===== src/rtl/reg_writeback_queue.sv =====
// In-order writeback queue in front of the register file write port.
// Merges ALU and load results, drains one entry per cycle and offers pending-write forwarding.
module reg_writeback_queue #(
  parameter int DATA_W = 8,
  parameter int ADDR_W = 3,
  parameter int DEPTH  = 4
) (
  input  logic                       clk,
  input  logic                       rst,
  input  logic                       alu_valid,
  input  logic [ADDR_W-1:0]          alu_dest,
  input  logic [DATA_W-1:0]          alu_data,
  output logic                       alu_ready,
  input  logic                       mem_valid,
  input  logic [ADDR_W-1:0]          mem_dest,
  input  logic [DATA_W-1:0]          mem_data,
  output logic                       mem_ready,
  input  logic                       stall_wb,
  output logic                       reg_write_en,
  output logic [ADDR_W-1:0]          reg_write_dest,
  output logic [DATA_W-1:0]          reg_write_data,
  input  logic [ADDR_W-1:0]          lookup_addr_1,
  output logic                       lookup_hit_1,
  output logic [DATA_W-1:0]          lookup_data_1,
  input  logic [ADDR_W-1:0]          lookup_addr_2,
  output logic                       lookup_hit_2,
  output logic [DATA_W-1:0]          lookup_data_2,
  output logic [$clog2(DEPTH+1)-1:0] count,
  output logic                       empty,
  output logic                       full
);

  localparam int PTR_W = $clog2(DEPTH);
  localparam int CNT_W = $clog2(DEPTH+1);

  logic [ADDR_W-1:0] dest_q [DEPTH];
  logic [ADDR_W-1:0] dest_d [DEPTH];
  logic [DATA_W-1:0] data_q [DEPTH];
  logic [DATA_W-1:0] data_d [DEPTH];
  logic [PTR_W-1:0]  wr_ptr_q, wr_ptr_d;
  logic [PTR_W-1:0]  rd_ptr_q, rd_ptr_d;
  logic [CNT_W-1:0]  count_q, count_d;
  logic [PTR_W-1:0]  mem_ptr;
  logic [PTR_W-1:0]  idx;
  logic              alu_push, mem_push, pop;

  // Readiness looks only at the registered count; a same-cycle pop earns no credit.
  assign alu_ready = count_q < CNT_W'(DEPTH);
  assign mem_ready = alu_valid ? (count_q < CNT_W'(DEPTH-1)) : (count_q < CNT_W'(DEPTH));

  // Writes to R0 finish their handshake but are dropped here.
  assign alu_push = alu_valid & alu_ready & (alu_dest != '0);
  assign mem_push = mem_valid & mem_ready & (mem_dest != '0);
  assign mem_ptr  = wr_ptr_q + PTR_W'(alu_push);

  assign empty          = (count_q == '0);
  assign full           = (count_q == CNT_W'(DEPTH));
  assign count          = count_q;
  assign reg_write_en   = !empty & !stall_wb;
  assign reg_write_dest = dest_q[rd_ptr_q];
  assign reg_write_data = data_q[rd_ptr_q];
  assign pop            = reg_write_en;

  always_comb begin
    dest_d = dest_q;
    data_d = data_q;
    if (alu_push) begin
      dest_d[wr_ptr_q] = alu_dest;
      data_d[wr_ptr_q] = alu_data;
    end
    if (mem_push) begin
      dest_d[mem_ptr] = mem_dest;
      data_d[mem_ptr] = mem_data;
    end
    wr_ptr_d = wr_ptr_q + PTR_W'(alu_push) + PTR_W'(mem_push);
    rd_ptr_d = rd_ptr_q + PTR_W'(pop);
    count_d  = count_q + CNT_W'(alu_push) + CNT_W'(mem_push) - CNT_W'(pop);
  end

  // Scan oldest to youngest so the last match wins.
  always_comb begin
    lookup_hit_1  = 1'b0;
    lookup_data_1 = '0;
    lookup_hit_2  = 1'b0;
    lookup_data_2 = '0;
    idx           = '0;
    for (int i = 0; i < DEPTH; i++) begin
      idx = rd_ptr_q + PTR_W'(i);
      if (CNT_W'(i) < count_q) begin
        if ((lookup_addr_1 != '0) && (dest_q[idx] == lookup_addr_1)) begin
          lookup_hit_1  = 1'b1;
          lookup_data_1 = data_q[idx];
        end
        if ((lookup_addr_2 != '0) && (dest_q[idx] == lookup_addr_2)) begin
          lookup_hit_2  = 1'b1;
          lookup_data_2 = data_q[idx];
        end
      end
    end
  end

  always_ff @(posedge clk or negedge rst) begin
    if (!rst) begin
      wr_ptr_q <= '0;
      rd_ptr_q <= '0;
      count_q  <= '0;
    end else begin
      wr_ptr_q <= wr_ptr_d;
      rd_ptr_q <= rd_ptr_d;
      count_q  <= count_d;
    end
  end

  // Payload storage carries no reset; validity comes from the pointers and count.
  always_ff @(posedge clk) begin
    dest_q <= dest_d;
    data_q <= data_d;
  end

endmodule

===== config.mk =====
export PLATFORM = sky130hd
export DESIGN_NAME = reg_writeback_queue
export DESIGN_NICKNAME = d
export VERILOG_FILES = /design/src/rtl/reg_writeback_queue.sv
export SDC_FILE = /design/constraint.sdc
export NUM_CORES = 1
export LEC_CHECK = 0
export ABC_AREA = 0
export BUFFER_PORTS_ARGS = -buffer_cell sky130_fd_sc_hd__buf_4
export CAP_MARGIN = 15
export CORE_ASPECT_RATIO = 1.4
export CORE_MARGIN = 2
export CORE_UTILIZATION = 30
export DETAILED_ROUTE_END_ITERATION = 12
export GPL_ROUTABILITY_DRIVEN = 0
export GPL_TIMING_DRIVEN = 0
export PLACE_DENSITY = 0.59
export SLEW_MARGIN = 10
export SYNTH_ARGS = -nofsm -noshare
export SYNTH_HDL_FRONTEND = slang
export SYNTH_SLANG_ARGS = --single-unit

===== constraint.sdc =====
create_clock -name clk -period 3.15 [get_ports clk]
set_input_delay 0.4725 -clock clk [delete_from_list [all_inputs] [get_ports clk]]
set_output_delay 0.4725 -clock clk [all_outputs]
set_load 0.05 [all_outputs]

==> out/metrics.sh, run 1 <==
FINAL-SETUP-VIOL-COUNT=17
ANTENNA-DIODE-COUNT=0
SYN_NETS=533
POST-ROUTE-DRC-COUNT=0
POSTSYNTH.TOPFLOPCELL='sky130_fd_sc_hd__dfxtp_1'
POST-SYNTH-TOP-COUNT-CELL='sky130_fd_sc_hd__mux2i_1'
GRT.TOTAL_USAGE_PCT=17.7
FP-ROW-COUNT=53
FINAL.HOLD.WORST_SLACK_NS=0.410
CTS.HTREE.LEVELS=2
DIE_AREA_UM2=16000
CTS_BUFFERS=5
CTSROOTBUFFERMASTER='sky130_fd_sc_hd__clkbuf_16'
NETLIST.TOP_CELL.BY_AREA='sky130_fd_sc_hd__dfxtp_1'
FP.DIEH_UM=149
PLACEMENT.IO_BUFFERS=64
AREA.GROWTH.SYNTH_TO_FINAL_PCT=40.0
FINALNETCOUNT=623
NUMCLOCKSINKS=51
RESULT_OF_THE_RUN='finished, violations left'
INITIAL_CORE_UTIL_PCT=30.3
NUMBER_OF_ITERATIONS_IN_THE_FIRST_DETAILED_ROUTING_PASS=5
SYNTH.DISTINCT_CELLS=53
GRT_OVERFLOW=0
FRACTION_OF_POST_SYNTHESIS_CELL_AREA_IN_THE_TOP_CELL_TYPE_BY_AREA_PCT=19.6
FAILED_CHECKS='setup timing'
TIMING.MAX_CAP.VIOLATIONS=0
CLOCK_TREE_FROM_TRITONCTS='done'
DRIVE_GT1_SHARE_PCT=37.5
DRT_WL_TOTAL_MM=14.6
POST_SYNTH_MAIN_AREA_CONTRIBUTORS='sky130_fd_sc_hd__dfxtp_1, sky130_fd_sc_hd__mux2i_1, sky130_fd_sc_hd__mux4_2'
CRITPATHMAXFANOUT=8
FILLCELLCOUNT=1429
DETAILED_PLACE_HPWL_MM=11.4
WORSTSKEWPAIRLATENCY_NS=0.29
YOSYS-TOP-CELLS-COUNT='sky130_fd_sc_hd__mux2i_1, sky130_fd_sc_hd__nand2_1, sky130_fd_sc_hd__nor2_1, sky130_fd_sc_hd__dfxtp_1, sky130_fd_sc_hd__mux4_2'
POST_SYNTHESIS_MEAN_INSTANCE_AREA_UM2=9.17
TOTAL_NUMBER_OF_VIAS=4190
ANTENNA_FOUND_INITIAL=0
TIMING.HOLD.WORST_PATH_DEPTH=3
TIMING.FINAL.CRIT_SHARE_PCT=112
POSTSYNTHREGISTERBITS=51
SYNTH.YOSYS.WARNINGS=0
BOUNDARYPINS=70
GRT_START_MAX_NET_PINS=17
FIRST_GLOBAL_VIAS=4212
ACHIEVABLE-FREQUENCY_MHz=284
ROUTEDWLPERCELL_UM=18.9
SEQ_AREA_FRAC_SYNTH_PCT=23.5
FINALMAXSLEWVIOLATIONS=0
GRT_PASS1_WL_MM=22.4
SYNTH_EDF_COUNT=0
ASYNC_RESET_FF_SHARE_PCT=13.7
PLACED_CELL_AREA_UM2=5530
CRITPATHARRIVALTIME_NS=3.04
CTS_BUFFER_DEPTH=2
NUMBER_OF_FAILING_HOLD_ENDPOINTS_AT_THE_FINAL_STAGE=0
FINAL_AREA_UM2=6300
FINALWORSTPATHREQUIREDPERIOD_NS=3.52
INITIALDRTVIOLATIONCOUNT=143
CTS_CLK_PIN_SLEW_WORST_PATHS_NS=0.07
SETUP_SLACK_OF_THE_CRITICAL_PATH_AFTER_LAYOUT_NS=-0.366
CRITICALPATHCATEGORY='flip-flop to primary output'
WORST_R2R_PATH_DEPTH=7
GATE_COUNT_AFTER_TECHNOLOGY_MAPPING=491
CRIT_PATH_END_KIND='primary output'
GRT_SETUP_UNREPAIRED='true'
DIE_WIDTH_UM=108
CORE_UM2=14900
FINAL_CELL_COUNT_NO_FILL=774
WORST_SETUP_SP_TYPE='flip-flop'
TIGHTESTPINTRANSITION_NS=0.865
SKEW_NS=0.00456
CRITICAL_PATH_REQUIRED_NS=2.68
DRT-VIAS-PER-INSTANCE=5.41
MAPPEDNETLISTAREA_UM2=4500
WORST_MAX_SLEW_MARGIN_EXPRESSED_RELATIVE_TO_THE_LIMIT_PCT=42.3
ROUTE.ANTENNA.REMAINING_NETS=0
HOLD_PATH_CLASS='input port to flip-flop'
DP_CELL_COUNT=747
-- worst max-delay path, stage by stage, from the launching register on --
cell,delay (ns)
sky130_fd_sc_hd__dfrtp_1,0.36
sky130_fd_sc_hd__buf_6,0.13
sky130_fd_sc_hd__buf_4,0.11
sky130_fd_sc_hd__mux4_2,0.55
sky130_fd_sc_hd__mux2_1,0.38
sky130_fd_sc_hd__a2bb2oi_4,0.22
sky130_fd_sc_hd__or2_1,0.12
sky130_fd_sc_hd__buf_2,0.24
sky130_fd_sc_hd__a311oi_2,0.17
sky130_fd_sc_hd__a211oi_4,0.27
sky130_fd_sc_hd__buf_6,0.19
-- stage by stage --
step,setup slack (ns),setup TNS [ns],utilization (%)
2_1_floorplan,-0.255,-2.07,-
3_3_place_gp,-0.294,-4.09,37.2
3_5_place_dp,-0.436,-4.99,37.2
4_1_cts,-0.287,-3.37,40.7
5_1_grt,-0.459,-4.96,42.4
6_report,-0.366,-3.57,42.4
-- sequential cells by signal, indices dropped and copies added, names as in the netlist --
signal    flops
dest_q       12
data_q       32
count         3
rd_ptr_q      2
wr_ptr_q      2
-- final timing paths --
path                                  start                to  slack, ns
worst max-delay path            rd_ptr_q[0]  lookup_data_1[5]      -0.37
worst min-delay path            mem_data[5]        data_q[29]       0.41
worst max register to register     count[2]        data_q[27]       0.54
worst min register to register    data_q[6]         data_q[6]       0.57
max in group asynchronous               rst          count[2]       2.50
min in group asynchronous               rst          count[2]       0.52
-- layout make-up --
class	instances	area (µm²)	share of cell area [%]
flip-flops and latches	51	1060	16.8
repair buffers	87	797	12.6
clock inverters	3	43.8	0.695
multi-input cells	391	3770	59.9
well taps	192	240	3.81
inverters	9	37.5	0.595
plain buffers	36	229	3.63
clock buffers	5	125	1.98
-- routing by layer --
layer | vias to the layer above | GRT usage [%] | part of all wire, %
met5 | - | 0 | 0
met4 | 0 | 7.50 | 4.0
met3 | 31 | 1.44 | 2.8
met2 | 107 | 33.5 | 54
met1 | 2053 | 20.2 | 39
li1 | 1999 | - | -
-- kinds of logic after synthesis --
| group | count (synthesis) | synth area share [%] |
|---|---|---|
| AO/OA/AOI/OAI | 106 | 15.8 |
| AND/OR/NAND/NOR | 147 | 14.7 |
| XOR/XNOR | 21 | 4.09 |
| adder cells (fa/ha/maj) | 9 | 2.83 |
| multiplexers | 108 | 33.7 |
| flip-flops | 51 | 23.5 |
| buffers and inverters | 49 | 5.39 |
-- cell usage in the layout (no fill, tap or decap), types with 5 or more instances in the layout --
master                      netlist  final
sky130_fd_sc_hd__mux2i_1         68     62
sky130_fd_sc_hd__buf_4            2     61
sky130_fd_sc_hd__nand2_1         50     49
sky130_fd_sc_hd__dfxtp_1         44     44
sky130_fd_sc_hd__nor2_1          47     41
sky130_fd_sc_hd__mux4_2          29     30
sky130_fd_sc_hd__o21ai_1         27     28
sky130_fd_sc_hd__a21oi_1         28     27
sky130_fd_sc_hd__buf_6            2     25
sky130_fd_sc_hd__clkbuf_1        18     13
sky130_fd_sc_hd__xor2_1          11     11
sky130_fd_sc_hd__nor3_1          11     10
sky130_fd_sc_hd__xnor2_1         10      9
sky130_fd_sc_hd__nand3_1         13      9
sky130_fd_sc_hd__a211oi_4         1      7
sky130_fd_sc_hd__nor3b_2          0      7
sky130_fd_sc_hd__mux2i_2          0      6
sky130_fd_sc_hd__inv_1            7      6
sky130_fd_sc_hd__buf_2            6      6
sky130_fd_sc_hd__a311oi_4         0      6
sky130_fd_sc_hd__o21ai_4          0      6
sky130_fd_sc_hd__ha_1             7      6
sky130_fd_sc_hd__clkbuf_16        0      6
sky130_fd_sc_hd__dfrtp_1          7      6
sky130_fd_sc_hd__buf_1            7      5
sky130_fd_sc_hd__or2_1            5      5
sky130_fd_sc_hd__nor2_2           0      5
-- what timing repair did --
action | in CTS | in global routing
hold buffers | 1 | 0
endpoints found under the setup margin | 18 | 18
buffers inserted | 13 | 8
pin swaps | 15 | 12
gates resized for setup | 49 | 51
endpoints found under the hold margin | 7 | 0
gates cloned | 0 | 1
Power of run 1 is not shown: default switching activity piles up to over one toggle a cycle in this logic, so the estimate is an artifact.
==> inputs of run 2 (changes only) <==
--- a/config.mk
+++ b/config.mk
@@ -6,15 +6,16 @@
 export NUM_CORES = 1
 export LEC_CHECK = 0
 export ABC_AREA = 0
-export BUFFER_PORTS_ARGS = -buffer_cell sky130_fd_sc_hd__buf_4
 export CAP_MARGIN = 15
 export CORE_ASPECT_RATIO = 1.4
 export CORE_MARGIN = 2
 export CORE_UTILIZATION = 30
+export CTS_CLUSTER_SIZE = 16
 export DETAILED_ROUTE_END_ITERATION = 12
+export DONT_BUFFER_PORTS = 1
 export GPL_ROUTABILITY_DRIVEN = 0
 export GPL_TIMING_DRIVEN = 0
-export PLACE_DENSITY = 0.59
+export PLACE_DENSITY = 0.55
 export SLEW_MARGIN = 10
 export SYNTH_ARGS = -nofsm -noshare
 export SYNTH_HDL_FRONTEND = slang
==> run 2 against run 1 <==
  * Sequential share of layout area increased by 2.3 points
  * Flip-flop and latch count is the same
  * The run still ends with setup timing left
  * Global-route usage is 0.30 points lower
  * Via count fell by 6.7%
  * Core utilization shrank 5.0 points
  * Non-clock buffer count fell by 69
  * Die area is the same
==> out/metrics.sh, run 2 (synthesized netlist as in run 1, its figures left out) <==
CRITICALPATHCATEGORY='flip-flop to primary output'
INITIAL_CORE_UTIL_PCT=30.3  # unchanged
FIRST_GLOBAL_VIAS=3952  # -6.2%
TIMING.MAX_CAP.VIOLATIONS=0  # unchanged
LAYOUT.CORE_UTILIZATION_PCT=37.5  # -5.0 points
CTS_BUFFER_DEPTH=2  # unchanged
HOLD_PATH_CLASS='input port to flip-flop'
RRSETUPSLACK_NS=0.13  # -0.41 ns
FINALMAXSLEWVIOLATIONS=0  # unchanged
WORSTSKEWPAIRLATENCY_NS=0.30  # about the same
CRITPATHARRIVALTIME_NS=3.24  # +0.20 ns
NUMBER_OF_FAILING_HOLD_ENDPOINTS_AT_THE_FINAL_STAGE=0  # unchanged
GRT_SETUP_UNREPAIRED='true'
INITIALDRTVIOLATIONCOUNT=132  # -7.7%
CTS.HTREE.LEVELS=2  # unchanged
MOSTFREQUENTLAYOUTCELL='sky130_fd_sc_hd__mux2i_1'
FLIP_FLOP_COUNT_OF_THE_LARGEST_REGISTER_ALL_COPIES_AND_WORDS_ADDED=32  # unchanged
CLOCK_TREE_FROM_TRITONCTS='done'
GRT.TOTAL_USAGE_PCT=17.4  # -0.30 points
CTS_BUFFERS=5  # unchanged
GRT_START_MAX_NET_PINS=16  # -1
CORE_UM2=14900  # unchanged
WORST_SETUP_SP_TYPE='flip-flop'
DETAILED_PLACE_HPWL_MM=11.2  # -1.8%
BOUNDARYPINS=70  # unchanged
ANTENNA_FOUND_INITIAL=0  # unchanged
GRT_PASS1_WL_MM=22.0  # -1.7%
TIGHTESTPINTRANSITION_NS=0.933  # +0.0672 ns
ROUTE.ANTENNA.REMAINING_NETS=0  # unchanged
DRT_WL_TOTAL_MM=14.3  # -2.5%
AREA.GROWTH.SYNTH_TO_FINAL_PCT=23.6
NUMCLOCKSINKS=51  # unchanged
NUMBER_OF_ITERATIONS_IN_THE_FIRST_DETAILED_ROUTING_PASS=4  # -1
ACHIEVABLE-FREQUENCY_MHz=269  # -5.3%
DIE_WIDTH_UM=108  # unchanged
POST-ROUTE-DRC-COUNT=0  # unchanged
FP-ROW-COUNT=53  # unchanged
SETUP_SLACK_OF_THE_CRITICAL_PATH_AFTER_LAYOUT_NS=-0.564  # -0.198 ns
CRITPATHMAXFANOUT=8  # unchanged
ANTENNA-DIODE-COUNT=0  # unchanged
LAYOUT_COMMON_CELLS='sky130_fd_sc_hd__mux2i_1, sky130_fd_sc_hd__nand2_1, sky130_fd_sc_hd__dfxtp_1, sky130_fd_sc_hd__nor2_1, sky130_fd_sc_hd__mux4_2'
CTS_CLK_PIN_SLEW_WORST_PATHS_NS=0.07  # about the same
GRT_OVERFLOW=0  # unchanged
TIMING.FINAL.CRIT_SHARE_PCT=118  # +6.3 points
FAILED_CHECKS='setup timing'
FP.DIEH_UM=149  # unchanged
DIE_AREA_UM2=16000  # unchanged
DRT-VIAS-PER-INSTANCE=5.55  # +2.5%
FINALWORSTPATHREQUIREDPERIOD_NS=3.71  # +0.198 ns
CRIT_PATH_END_KIND='primary output'
TOP_REGISTER='data_q'
SKEW_NS=0.00739  # +0.00283 ns
CRITICAL_PATH_REQUIRED_NS=2.68  # about the same
DRIVE_GT1_SHARE_PCT=25.9  # -12 points
FINAL-SETUP-VIOL-COUNT=18  # +1
CTSROOTBUFFERMASTER='sky130_fd_sc_hd__clkbuf_16'
FINAL.HOLD.WORST_SLACK_NS=0.290  # -0.120 ns
RESULT_OF_THE_RUN='finished, violations left'
PLACEMENT.IO_BUFFERS=0  # -100%
FINALNETCOUNT=554  # -11%
ROUTEDWLPERCELL_UM=20.3  # +7.1%
TOTAL_NUMBER_OF_VIAS=3911  # -6.7%
WORST_MAX_SLEW_MARGIN_EXPRESSED_RELATIVE_TO_THE_LIMIT_PCT=37.7  # -4.6 points
==> run 2: changes by cell type in the layout (fill, tap and decap cells not counted), moves of 3 or more <==
| cell | delta |
|---|---|
| sky130_fd_sc_hd__a311oi_4 | -4 |
| sky130_fd_sc_hd__buf_4 | -45 |
| sky130_fd_sc_hd__buf_6 | -21 |
| sky130_fd_sc_hd__clkbuf_2 | +3 |
| sky130_fd_sc_hd__mux2i_2 | -3 |
| sky130_fd_sc_hd__mux2i_4 | +3 |
| sky130_fd_sc_hd__nand3_2 | -3 |
| sky130_fd_sc_hd__nor3b_1 | +7 |
| sky130_fd_sc_hd__nor3b_2 | -7 |
| sky130_fd_sc_hd__o21ai_0 | +7 |
| sky130_fd_sc_hd__o21ai_1 | -6 |
==> run 2: stage by stage <==
step                      TNS (ns)  cells  instance area, µm²  setup WS (ns)
after CTS                    -8.23    701                5410         -0.606
after global placement      -15.88    683                5050         -0.609
after detailed placement    -16.24    683                5050         -0.651
after global routing         -8.91    705                5560         -0.638
final                        -7.50    705                5560         -0.564
after floorplan              -2.07    491                4810         -0.255
==> run 2: cell type report <==
type | count | area, µm²
fillers | 1497 | 9290
well taps | 192 | 240
plain buffers | 36 | 210
clock inverters | 1 | 8.76
repair buffers | 18 | 175
multi-input cells | 391 | 3690
flip-flops and latches | 51 | 1060
inverters | 9 | 37.5
clock buffers | 7 | 143
==> run 2: final timing paths <==
kind                                     to  depth (start not counted)         from
min in group asynchronous       rd_ptr_q[0]                          1          rst
hold / removal                    data_q[8]                          2  mem_data[0]
max in group asynchronous          count[1]                          1          rst
setup / recovery           lookup_data_1[5]                          9  rd_ptr_q[0]
setup reg to reg                   count[1]                          8     count[2]
hold reg to reg                  data_q[30]                          2   data_q[30]
==> run 2: critical path, cell delays in order (launching register included) <==
cell and delay (ns):
sky130_fd_sc_hd__dfrtp_1 0.36, sky130_fd_sc_hd__buf_6 0.12, sky130_fd_sc_hd__buf_12 0.09, sky130_fd_sc_hd__mux4_2 0.68, sky130_fd_sc_hd__mux2i_1 0.18, sky130_fd_sc_hd__or3_4 0.35
sky130_fd_sc_hd__a211oi_4 0.25, sky130_fd_sc_hd__buf_12 0.17, sky130_fd_sc_hd__a311oi_2 0.13, sky130_fd_sc_hd__a211oi_4 0.61
==> run 2: what timing repair did <==
item | in CTS | in global routing
setup buffers | 11 | 5
pin swaps | 15 | 14
resized for setup | 21 | 25
setup endpoints to repair | 41 | 18
hold buffers | 1 | 0
gates cloned | 0 | 1
hold endpoints to repair | 7 | 0
==> run 2: layer usage <==
metal	routed length, µm	up-vias	GRT usage [%]
li1	-	1862	-
met1	5780	1909	20.2
met2	7500	107	31.8
met3	550	33	2.62
met4	466	0	6.99
met5	0	-	0
Power of run 2 is left out for the same reason.
==> inputs of run 3 (changes only) <==
--- a/config.mk
+++ b/config.mk
@@ -10,7 +10,7 @@
 export CORE_ASPECT_RATIO = 1.4
 export CORE_MARGIN = 2
 export CORE_UTILIZATION = 30
-export CTS_CLUSTER_SIZE = 16
+export CTS_BUF_LIST = sky130_fd_sc_hd__clkbuf_4
 export DETAILED_ROUTE_END_ITERATION = 12
 export DONT_BUFFER_PORTS = 1
 export GPL_ROUTABILITY_DRIVEN = 0
==> run 3 against run 2 <==
  * The flow still finishes with violations (setup timing)
  * Via count grew 0.49%
  * Final area shrank 1.6%
  * Routed wire length grew 0.61%
  * Highest routed layer unchanged
==> out/metrics.sh, run 3 (synthesized netlist as in run 1, its figures left out) <==
PLACEMENT.IO_BUFFERS=0  # unchanged
LAYOUT_COMMON_CELLS='sky130_fd_sc_hd__mux2i_1, sky130_fd_sc_hd__nand2_1, sky130_fd_sc_hd__dfxtp_1, sky130_fd_sc_hd__nor2_1, sky130_fd_sc_hd__mux4_2'
TOTAL_NUMBER_OF_VIAS=3930  # +0.49%
ROUTEDWLPERCELL_UM=20.4  # +0.47%
CORE_UM2=14900  # unchanged
CTS_CLK_PIN_SLEW_WORST_PATHS_NS=0.15  # +0.08 ns
LAYOUT.CORE_UTILIZATION_PCT=36.9  # -0.61 points
FP.DIEH_UM=149  # unchanged
NUMBER_OF_ITERATIONS_IN_THE_FIRST_DETAILED_ROUTING_PASS=5  # +1
CRITPATHARRIVALTIME_NS=3.35  # +0.11 ns
SKEW_NS=0.0197  # +0.0123 ns
SETUP_SLACK_OF_THE_CRITICAL_PATH_AFTER_LAYOUT_NS=-0.673  # -0.109 ns
FINAL.HOLD.WORST_SLACK_NS=0.188  # -0.102 ns
INITIAL_CORE_UTIL_PCT=30.3  # unchanged
FINALMAXSLEWVIOLATIONS=0  # unchanged
CLOCK_TREE_FROM_TRITONCTS='done'
FINAL-SETUP-VIOL-COUNT=18  # unchanged
FINAL_CELL_COUNT_NO_FILL=706  # +0.14%
CTS_BUFFER_DEPTH=2  # unchanged
FINALNETCOUNT=554  # unchanged
GRT.TOTAL_USAGE_PCT=17.6  # +0.12 points
GRT_PASS1_WL_MM=22.1  # +0.63%
DP_CELL_COUNT=683  # unchanged
WORST_MAX_SLEW_MARGIN_EXPRESSED_RELATIVE_TO_THE_LIMIT_PCT=37.7  # about the same
CRITICAL_PATH_REQUIRED_NS=2.68  # about the same
FILLCELLCOUNT=1512  # +1.0%
FAILED_CHECKS='setup timing'
CRITICALPATHCATEGORY='flip-flop to primary output'
MOSTFREQUENTLAYOUTCELL='sky130_fd_sc_hd__mux2i_1'
GRT_OVERFLOW=0  # unchanged
DRIVE_GT1_SHARE_PCT=26.1  # +0.19 points
DRT-VIAS-PER-INSTANCE=5.57  # +0.34%
CRITPATHMAXFANOUT=8  # unchanged
FLIP_FLOP_COUNT_OF_THE_LARGEST_REGISTER_ALL_COPIES_AND_WORDS_ADDED=32  # unchanged
TIGHTESTPINTRANSITION_NS=0.933  # +0.0000733 ns
ACHIEVABLE-FREQUENCY_MHz=262  # -2.8%
TOP_REGISTER='data_q'
TIMING.HOLD.WORST_PATH_DEPTH=2  # unchanged
BOUNDARYPINS=70  # unchanged
CTS_BUFFERS=5  # unchanged
FINALWORSTPATHREQUIREDPERIOD_NS=3.82  # +0.109 ns
CRIT_PATH_END_KIND='primary output'
WORST_R2R_PATH_DEPTH=8  # unchanged
POST-ROUTE-DRC-COUNT=0  # unchanged
FIRST_GLOBAL_VIAS=3962  # +0.25%
CTSROOTBUFFERMASTER='sky130_fd_sc_hd__clkbuf_4'
CTS.HTREE.LEVELS=2  # unchanged
DIE_AREA_UM2=16000  # unchanged
TIMING.MAX_CAP.VIOLATIONS=0  # unchanged
DETAILED_PLACE_HPWL_MM=11.2  # unchanged
ANTENNA_FOUND_INITIAL=1  # +1
RRSETUPSLACK_NS=0.11  # -0.02 ns
DPL_WORST_SLACK_NS=-0.651  # unchanged
DRT_WL_TOTAL_MM=14.4  # +0.61%
GRT_START_MAX_NET_PINS=16  # unchanged
WORSTSKEWPAIRLATENCY_NS=0.39  # +0.09 ns
FP-ROW-COUNT=53  # unchanged
NUMBER_OF_FAILING_HOLD_ENDPOINTS_AT_THE_FINAL_STAGE=0  # unchanged
WORST_SETUP_SP_TYPE='flip-flop'
GRT_SETUP_UNREPAIRED='true'
RESULT_OF_THE_RUN='finished, violations left'
DIE_WIDTH_UM=108  # unchanged
AREA.GROWTH.SYNTH_TO_FINAL_PCT=21.6
INITIALDRTVIOLATIONCOUNT=123  # -6.8%
ROUTE.ANTENNA.REMAINING_NETS=0  # unchanged
HOLD_PATH_CLASS='input port to flip-flop'
TIMING.FINAL.CRIT_SHARE_PCT=121  # +3.4 points
NUMCLOCKSINKS=51  # unchanged
## run 3: cell count changes in the layout (fill, tap and decap cells not counted), sizes merged
cell / before / now
clkbuf: 26 / 25
clkinv: 1 / 2
diode: 0 / 1
## run 3: layer usage
metal / up-vias / wire length [µm] / part of all wire [%] / GRT usage (%)
met3: 27 / 660 / 4.6 / 2.62
met4: 0 / 436 / 3.0 / 6.67
met5: - / 0 / 0 / 0
met2: 114 / 7630 / 53 / 32.3
met1: 1922 / 5650 / 39 / 20.2
li1: 1867 / - / - / -
## run 3: final timing paths
| check | from | endpoint |
|---|---|---|
| min in group asynchronous | rst | count[0] |
| worst min-delay path | mem_data[3] | data_q[11] |
| worst max register to register | count[2] | count[1] |
| worst min register to register | data_q[30] | data_q[30] |
| worst max-delay path | rd_ptr_q[0] | lookup_data_1[5] |
| max in group asynchronous | rst | count[1] |
## run 3: critical path: stages (launching register included)
cell and delay, ns:
sky130_fd_sc_hd__dfrtp_1 0.39, sky130_fd_sc_hd__buf_6 0.12, sky130_fd_sc_hd__buf_12 0.09, sky130_fd_sc_hd__mux4_2 0.68
sky130_fd_sc_hd__mux2i_1 0.18, sky130_fd_sc_hd__or3_4 0.35, sky130_fd_sc_hd__a211oi_4 0.25, sky130_fd_sc_hd__buf_12 0.17
sky130_fd_sc_hd__a311oi_2 0.12, sky130_fd_sc_hd__a211oi_4 0.61
## run 3: per-stage QoR
step           cell area, µm²  setup TNS (ns)
6_report                 5470           -9.75
5_1_grt                  5470          -11.38
4_1_cts                  5320          -10.55
3_5_place_dp             5050          -16.24
3_3_place_gp             5050          -15.88
2_1_floorplan            4810           -2.07
## run 3: what timing repair did
item / CTS / global route
setup buffers: 11 / 5
gates cloned: 0 / 1
pin swaps: 15 / 14
gates resized for setup: 21 / 27
hold endpoints to repair: 7 / 0
setup endpoints to repair: 41 / 20
hold buffers: 1 / 0
## run 3: cell type report
type / instances / area [µm²] / share of cell area (%)
Inverter: 9 / 37.5 / 0.686
Timing Repair Buffer: 18 / 175 / 3.20
Clock buffer: 6 / 45.0 / 0.823
Sequential cell: 51 / 1060 / 19.3
Tap cell: 192 / 240 / 4.39
Buffer: 36 / 211 / 3.86
Multi-Input combinational cell: 391 / 3690 / 67.4
Clock inverter: 2 / 12.5 / 0.229
Antenna cell: 1 / 2.50 / 0.0457
Power of run 3 is left out for the same reason.
